===== src/rtl/apb_pwm_audio_if.sv =====
// apb_pwm_audio_if: APB3 bus bundle between the MSS fabric master and the PWM audio slave.
interface apb_pwm_audio_if #(parameter int ADDR_W = 8);
  logic              PSEL;
  logic              PENABLE;
  logic              PWRITE;
  logic [ADDR_W-1:0] PADDR;
  logic [31:0]       PWDATA;
  logic [31:0]       PRDATA;
  logic              PREADY;
  logic              PSLVERR;
  modport master (output PSEL, PENABLE, PWRITE, PADDR, PWDATA, input PRDATA, PREADY, PSLVERR);
  modport slave  (input PSEL, PENABLE, PWRITE, PADDR, PWDATA, output PRDATA, PREADY, PSLVERR);
endinterface


===== src/rtl/apb_pwm_audio.sv =====
// apb_pwm_audio: APB3 slave buffering 8-bit audio samples in a FIFO and playing them as PWM.
// Optional APB error responses are enabled by defining APB_PWM_AUDIO_SLVERR_EN.
module apb_pwm_audio #(
  parameter int FIFO_DEPTH = 16,
  parameter int ADDR_W     = 8,
  parameter int DIV_W      = 16
) (
  input  logic                SYSCLK,
  input  logic                NSYSRESET,
  apb_pwm_audio_if.slave      apb,
  output logic                INT,
  output logic                PWM_OUT
);
  localparam int P  = $clog2(FIFO_DEPTH);
  localparam int L  = P + 1;
  localparam int AW = ADDR_W - 2;

  logic [7:0]       mem_q [FIFO_DEPTH];
  logic [7:0]       mem_d [FIFO_DEPTH];
  logic [P-1:0]     rd_ptr_q, rd_ptr_d, wr_ptr_q, wr_ptr_d;
  logic [L-1:0]     level_q, level_d, thresh_q, thresh_d;
  logic [DIV_W-1:0] div_q, div_d, div_cnt_q, div_cnt_d;
  logic [7:0]       pwm_cnt_q, pwm_cnt_d, cur_q, cur_d;
  logic [31:0]      prdata_q, prdata_d, status, rd_val;
  logic             en_q, en_d, int_en_q, int_en_d, un_q, un_d, ov_q, ov_d;
  logic             int_q, int_d, pwm_q, pwm_d;
  logic             a_ctrl, a_status, a_div, a_thresh, a_data, err, wr_ok, rd_setup;
  logic             tick, empty, full, pop, push, wr_data, flush, clr_un, clr_ov;
  logic             unused_bits;
  logic [AW-1:0]    widx;

  assign widx     = apb.PADDR[ADDR_W-1:2];
  assign a_ctrl   = widx == AW'(0);
  assign a_status = widx == AW'(1);
  assign a_div    = widx == AW'(2);
  assign a_thresh = widx == AW'(3);
  assign a_data   = widx == AW'(4);

`ifdef APB_PWM_AUDIO_SLVERR_EN
  // Erroring accesses are also blocked from committing via wr_ok.
  assign err = apb.PSEL & apb.PENABLE &
               (!(a_ctrl | a_status | a_div | a_thresh | a_data) |
                (apb.PWRITE & a_status & |(apb.PWDATA & ~32'hC00)) |
                (!apb.PWRITE & a_data));
`else
  assign err = 1'b0;
`endif

  assign wr_ok       = apb.PSEL & apb.PENABLE & apb.PWRITE & !err;
  assign rd_setup    = apb.PSEL & !apb.PENABLE & !apb.PWRITE;
  assign apb.PRDATA  = prdata_q;
  assign apb.PREADY  = 1'b1;
  assign apb.PSLVERR = err;
  assign INT         = int_q;
  assign PWM_OUT     = pwm_q;
  assign unused_bits = ^{apb.PADDR[1:0], apb.PWDATA[31:12]};

  always_comb begin
    tick      = en_q & (div_cnt_q == div_q);
    empty     = level_q == '0;
    full      = level_q == L'(FIFO_DEPTH);
    pop       = tick & !empty;
    wr_data   = wr_ok & a_data;
    push      = wr_data & (!full | pop);
    flush     = wr_ok & a_ctrl & apb.PWDATA[2];
    clr_un    = wr_ok & a_status & apb.PWDATA[10];
    clr_ov    = wr_ok & a_status & apb.PWDATA[11];
    en_d      = wr_ok & a_ctrl ? apb.PWDATA[0] : en_q;
    int_en_d  = wr_ok & a_ctrl ? apb.PWDATA[1] : int_en_q;
    div_d     = wr_ok & a_div ? apb.PWDATA[DIV_W-1:0] : div_q;
    thresh_d  = wr_ok & a_thresh ? apb.PWDATA[L-1:0] : thresh_q;
    div_cnt_d = !en_q || tick ? '0 : div_cnt_q + DIV_W'(1);
    pwm_cnt_d = en_q ? pwm_cnt_q + 8'd1 : 8'd0;
    pwm_d     = en_q & (pwm_cnt_q < cur_q);
    cur_d     = pop ? mem_q[rd_ptr_q] : cur_q;
    rd_ptr_d  = flush ? '0 : pop ? rd_ptr_q + P'(1) : rd_ptr_q;
    wr_ptr_d  = flush ? '0 : push ? wr_ptr_q + P'(1) : wr_ptr_q;
    level_d   = flush ? '0 : level_q + L'(push) - L'(pop);
    mem_d     = mem_q;
    if (push) mem_d[wr_ptr_q] = apb.PWDATA[7:0];
    // A new set event beats a concurrent write-1-to-clear.
    un_d      = (tick & empty) | (un_q & !clr_un);
    ov_d      = (wr_data & full & !pop) | (ov_q & !clr_ov);
    int_d     = int_en_q & ((level_q <= thresh_q) | un_q);
    status    = '0;
    status[L-1:0] = level_q;
    status[8]  = empty;
    status[9]  = full;
    status[10] = un_q;
    status[11] = ov_q;
    rd_val    = a_ctrl ? {30'd0, int_en_q, en_q} : a_status ? status :
                a_div ? 32'(div_q) : a_thresh ? 32'(thresh_q) : 32'd0;
    prdata_d  = rd_setup ? rd_val : prdata_q;
  end

  always_ff @(posedge SYSCLK or negedge NSYSRESET) begin
    if (!NSYSRESET) begin
      mem_q     <= '{default: '0};
      rd_ptr_q  <= '0;
      wr_ptr_q  <= '0;
      level_q   <= '0;
      thresh_q  <= '0;
      div_q     <= '0;
      div_cnt_q <= '0;
      pwm_cnt_q <= '0;
      cur_q     <= '0;
      prdata_q  <= '0;
      en_q      <= 1'b0;
      int_en_q  <= 1'b0;
      un_q      <= 1'b0;
      ov_q      <= 1'b0;
      int_q     <= 1'b0;
      pwm_q     <= 1'b0;
    end else begin
      mem_q     <= mem_d;
      rd_ptr_q  <= rd_ptr_d;
      wr_ptr_q  <= wr_ptr_d;
      level_q   <= level_d;
      thresh_q  <= thresh_d;
      div_q     <= div_d;
      div_cnt_q <= div_cnt_d;
      pwm_cnt_q <= pwm_cnt_d;
      cur_q     <= cur_d;
      prdata_q  <= prdata_d;
      en_q      <= en_d;
      int_en_q  <= int_en_d;
      un_q      <= un_d;
      ov_q      <= ov_d;
      int_q     <= int_d;
      pwm_q     <= pwm_d;
    end
  end
endmodule

===== src/flat_wrapper.sv =====
// flat-port wrapper written by rule: the top's interface ports become plain ports
module apb_pwm_audio_flat 
#(
  parameter int FIFO_DEPTH = 16,
  parameter int ADDR_W     = 8,
  parameter int DIV_W      = 16
)
  (SYSCLK, NSYSRESET, INT, PWM_OUT, apb_PSEL, apb_PENABLE, apb_PWRITE, apb_PADDR, apb_PWDATA, apb_PRDATA, apb_PREADY, apb_PSLVERR);
  apb_pwm_audio_if #(.ADDR_W(ADDR_W)) apb_i ();
  input  logic SYSCLK;
  input  logic NSYSRESET;
  output logic INT;
  output logic PWM_OUT;
  input wire logic [$bits(apb_i.PSEL)-1:0] apb_PSEL;
  input wire logic [$bits(apb_i.PENABLE)-1:0] apb_PENABLE;
  input wire logic [$bits(apb_i.PWRITE)-1:0] apb_PWRITE;
  input wire logic [$bits(apb_i.PADDR)-1:0] apb_PADDR;
  input wire logic [$bits(apb_i.PWDATA)-1:0] apb_PWDATA;
  output wire logic [$bits(apb_i.PRDATA)-1:0] apb_PRDATA;
  output wire logic [$bits(apb_i.PREADY)-1:0] apb_PREADY;
  output wire logic [$bits(apb_i.PSLVERR)-1:0] apb_PSLVERR;
  assign apb_i.PSEL = apb_PSEL;
  assign apb_i.PENABLE = apb_PENABLE;
  assign apb_i.PWRITE = apb_PWRITE;
  assign apb_i.PADDR = apb_PADDR;
  assign apb_i.PWDATA = apb_PWDATA;
  assign apb_PRDATA = apb_i.PRDATA;
  assign apb_PREADY = apb_i.PREADY;
  assign apb_PSLVERR = apb_i.PSLVERR;
  apb_pwm_audio #(.FIFO_DEPTH(FIFO_DEPTH), .ADDR_W(ADDR_W), .DIV_W(DIV_W)) u_core (.SYSCLK(SYSCLK), .NSYSRESET(NSYSRESET), .apb(apb_i), .INT(INT), .PWM_OUT(PWM_OUT));
endmodule

===== config.mk =====
export PLATFORM = sky130hd
export DESIGN_NAME = apb_pwm_audio_flat
export DESIGN_NICKNAME = d
export VERILOG_FILES = /design/src/rtl/apb_pwm_audio_if.sv /design/src/rtl/apb_pwm_audio.sv /design/src/flat_wrapper.sv
export SDC_FILE = /design/constraint.sdc
export NUM_CORES = 1
export LEC_CHECK = 0
export CAP_MARGIN = 20
export CORE_ASPECT_RATIO = 1.25
export CORE_UTILIZATION = 48
export CTS_CLUSTER_SIZE = 30
export DETAILED_ROUTE_END_ITERATION = 6
export PLACE_DENSITY = 0.78
export SETUP_SLACK_MARGIN = 0.4
export SYNTH_ARGS = -nofsm -noshare
export SYNTH_HDL_FRONTEND = slang
export SYNTH_SLANG_ARGS = --single-unit

===== constraint.sdc =====
create_clock -name SYSCLK -period 4.8 [get_ports SYSCLK]
set_input_delay 1.44 -clock SYSCLK [delete_from_list [all_inputs] [get_ports SYSCLK]]
set_output_delay 1.44 -clock SYSCLK [all_outputs]
set_load 0.05 [all_outputs]

==> impl_metrics.env <==
export IMPL_cts_repair_resized=0
export IMPL_vias=6438
export IMPL_die_area_sq_um=22580
export IMPL_r2r_start="u_core.div_cnt_q[3]"
export IMPL_htree_levels=1
export IMPL_synth_edff_count=0
export IMPL_num_fill_cells=1782
export IMPL_maxSlewHeadroom=0.3306
export IMPL_rsz0062_at_grt="false"
export IMPL_drt_pass1_iterations=4
export IMPL_drv_cap=0
export IMPL_async_reset_ff_frac=1.000
export IMPL_tritoncts="built"
export IMPL_cts_made_buffers=22
export IMPL_cp_common_cell="inv_1"
export IMPL_report_final_hold_viol_count=0
export IMPL_drive_gt1_frac=0.3185
export IMPL_worstPathCellList="clkdlybuf4s50_1, and3_1, and4_1, and2_1, a31oi_4, inv_1, ha_1, inv_1, fa_1, inv_1, a21oi_1, nor2_1, or3_1, a21oi_1"
export IMPL_portBuffers=44
export IMPL_setup_violations=0
export IMPL_clock_latency_ns=0.50
export IMPL_synth_flop_cell="dfrtp_1"
export IMPL_final_common_cell="dfrtp_1"
export IMPL_post_route_period_util=0.8099
export IMPL_synth_top_area_cell="dfrtp_1"
export IMPL_die_h_um=167.7
export IMPL_syn2layout_area_growth_pct=13.40
export IMPL_slowest_stage="clkdlybuf4s50_1"
export IMPL_grt_pass1_wl_um=35040
export IMPL_final_nets=933
export IMPL_synthCells=821
export IMPL_rr_worst_depth=15
export IMPL_hpwlAfterDp_um=14370
export IMPL_holdCritPathClass="flop to flop"
export IMPL_synth_seq_cells=216
export IMPL_pin_count=81
export IMPL_grt_max_degree=107
export IMPL_track_usage=0.1984
export IMPL_grt_overflow_total=0
export IMPL_reg2reg_slack_ns=1.67
export IMPL_hold_start="u_core.apb.PRDATA[7]"
export IMPL_p_leak_uw=0.005619
export IMPL_required_ns=5.22
export IMPL_totalPowerFinal_uw=4573
export IMPL_cp_end_kind="flop"
export IMPL_ant_nets=0
export IMPL_dieWidth_um=134.6
export IMPL_yosys_top_cells_area="dfrtp_1 51%, mux2_2 19%, mux4_2 6.0%, ha_1 3.0%, xnor2_1 2.3%"
export IMPL_ys_seq_area_frac=0.5124
export IMPL_synth_top_area_share=0.5124
export IMPL_ys_warn_count=0
export IMPL_min_path_cells=2
export IMPL_vias_per_cell=5.574
export IMPL_cp_arrival_ns=4.31
export IMPL_drc=0
export IMPL_drt_wl_total_um=21380
export IMPL_ir_drop_v=0.0003515
export IMPL_start_kind="primary input"
export IMPL_drt_iter0_drc=308
export IMPL_crit_type="primary input to flop"
export IMPL_synthesis_area_sq_um=10550
export IMPL_cpPeakStageDelay_ns=0.43
export IMPL_antenna_cells=0
export IMPL_post_cts_buffers=0
export IMPL_grt_antenna_before_repair=0
export IMPL_finalSetupTns_ns=0
export IMPL_clk_pin_slew_ns=0.06
export IMPL_grt_pass1_vias=6598
export IMPL_fp_row_count=60
export IMPL_min_period_ns=3.887
export IMPL_yosys_cell_types_count=54
export IMPL_max_freq_mhz=257.2
export IMPL_wl_per_cell_um=18.51
export IMPL_finalClockSkew_ns=0.01331
export IMPL_syn_avg_cell_area_sq_um=12.85
export IMPL_final_cell_mix="215 x dfrtp_1, 176 x mux2_2, 47 x nor2_1"
export IMPL_holdPathEnd="u_core.apb.PRDATA[7]"
export IMPL_outcome="finished clean"
export IMPL_cts_buffer_depth=3
export IMPL_maxSlewViolCount=0
export IMPL_clock_sinks=216
export IMPL_cp_max_fo=9
export IMPL_tightest_slew_ns=1.004
export IMPL_place_congestion=0.7793
export IMPL_core_region_area_sq_um=21550
export IMPL_start_util=0.4896
export IMPL_power_density_nw_per_um2=382.2
export IMPL_cts_hold_buf=0
export IMPL_cts_root_buffer="clkbuf_16"
export IMPL_timing_rr_end="u_core.level_q[4]"
## cell usage after synthesis (all sizes together), types with 2 or more instances
cell type	number
a211oi	7
a21o	3
a21oi	12
a221oi	4
a22o	2
a22oi	3
a41oi	3
and2	14
and3	10
and4	2
buf	33
clkbuf	29
conb	2
dfrtp	216
ha	25
inv	26
mux2	176
mux2i	2
mux4	28
nand2	31
nand2b	6
nand3	18
nand4	8
nor2	56
nor2b	5
nor3	12
nor3b	5
nor4	2
o211ai	2
o21ai	17
o22ai	7
or2	2
or3	2
xnor2	28
xor2	15
## layer usage
layer	track usage	part of all wire	up-vias
li1	-	-	2953
met1	0.2585	0.43	3292
met2	0.3361	0.50	154
met3	0.02664	0.039	39
met4	0.07523	0.029	0
met5	0	0	-
## flip-flops by register name (all words and copies together) (netlist names)
signal,count
u_core.div_cnt_q,16
u_core.rd_ptr_q,4
u_core.int_en_q,1
u_core.apb.PRDATA,16
u_core.ov_q,1
u_core.thresh_q,5
u_core.INT,1
u_core.un_q,1
u_core.div_q,16
u_core.PWM_OUT,1
u_core.wr_ptr_q,4
u_core.pwm_cnt_q,8
u_core.cur_q,8
u_core.level_q,5
u_core.en_q,1
u_core.mem_q,128
## power breakdown
part | internal, uW | leakage [uW] | switching [uW] | total [uW]
registers | 1910 | 0.00296 | 175 | 2080
logic | 368 | 0.00230 | 432 | 800
clock network | 1000 | 0.000355 | 687 | 1690
## critical path: cells and delay by family
kind | cells | cell delay (ns)
AND/OR/NAND/NOR | 5 | 1.19
buffers and inverters | 4 | 0.65
AO/OA/AOI/OAI | 3 | 0.63
adder cells (fa/ha/maj) | 2 | 0.41
## per-stage QoR
stage               hold WS (ns)  cell area, sq um  std cells  utilization  worst slack, ns
floorplan                 0.4367             10610        837            -            1.006
global placement          0.4614             11250       1117       0.5221           0.4332
detailed placement        0.4700             11250       1117       0.5221           0.4112
CTS                       0.4836             11960       1155       0.5552           0.9196
global route              0.5080             11960       1155       0.5552           0.7193
finish                    0.4776             11960       1155       0.5552           0.9125
## worst max-delay path by stage
stage | to | slack [ns] | cells after the start | from
floorplan | u_core.level_q[4] | 1.01 | 15 | apb_PADDR[2]
CTS | u_core.level_q[4] | 0.92 | 14 | apb_PWRITE
finish | u_core.level_q[4] | 0.91 | 14 | apb_PWRITE
global placement | u_core.level_q[4] | 0.43 | 14 | apb_PWRITE
global route | u_core.level_q[4] | 0.72 | 14 | apb_PWRITE
detailed placement | u_core.level_q[4] | 0.41 | 14 | apb_PWRITE
## cell families (layout without fill, tap and decap cells)
kind of cell               Yosys count  after routing  share of synthesized area
DFF                                216            216                     0.5124
muxes                              206            206                     0.2496
and+or+nand+nor                    175            175                    0.08955
buffers and inverters               88            127                    0.03855
AOI/OAI and AO/OA                   65             65                    0.04199
xor gates and xnor gates            43             43                    0.03570
adders and majority gates           26             26                    0.03155
other                                2             18                  0.0007119
## area by class of cell
type	count	area, sq um	area share
Sequential cell	216	5406	0.4519
Multi-Input combinational cell	533	4797	0.4010
Clock buffer	33	663.1	0.05543
Timing Repair Buffer	63	599.3	0.05010
Tap cell	279	349.1	0.02918
Inverter	26	97.59	0.008158
Clock inverter	5	50.05	0.004184
(Power assumes the default switching activity.)
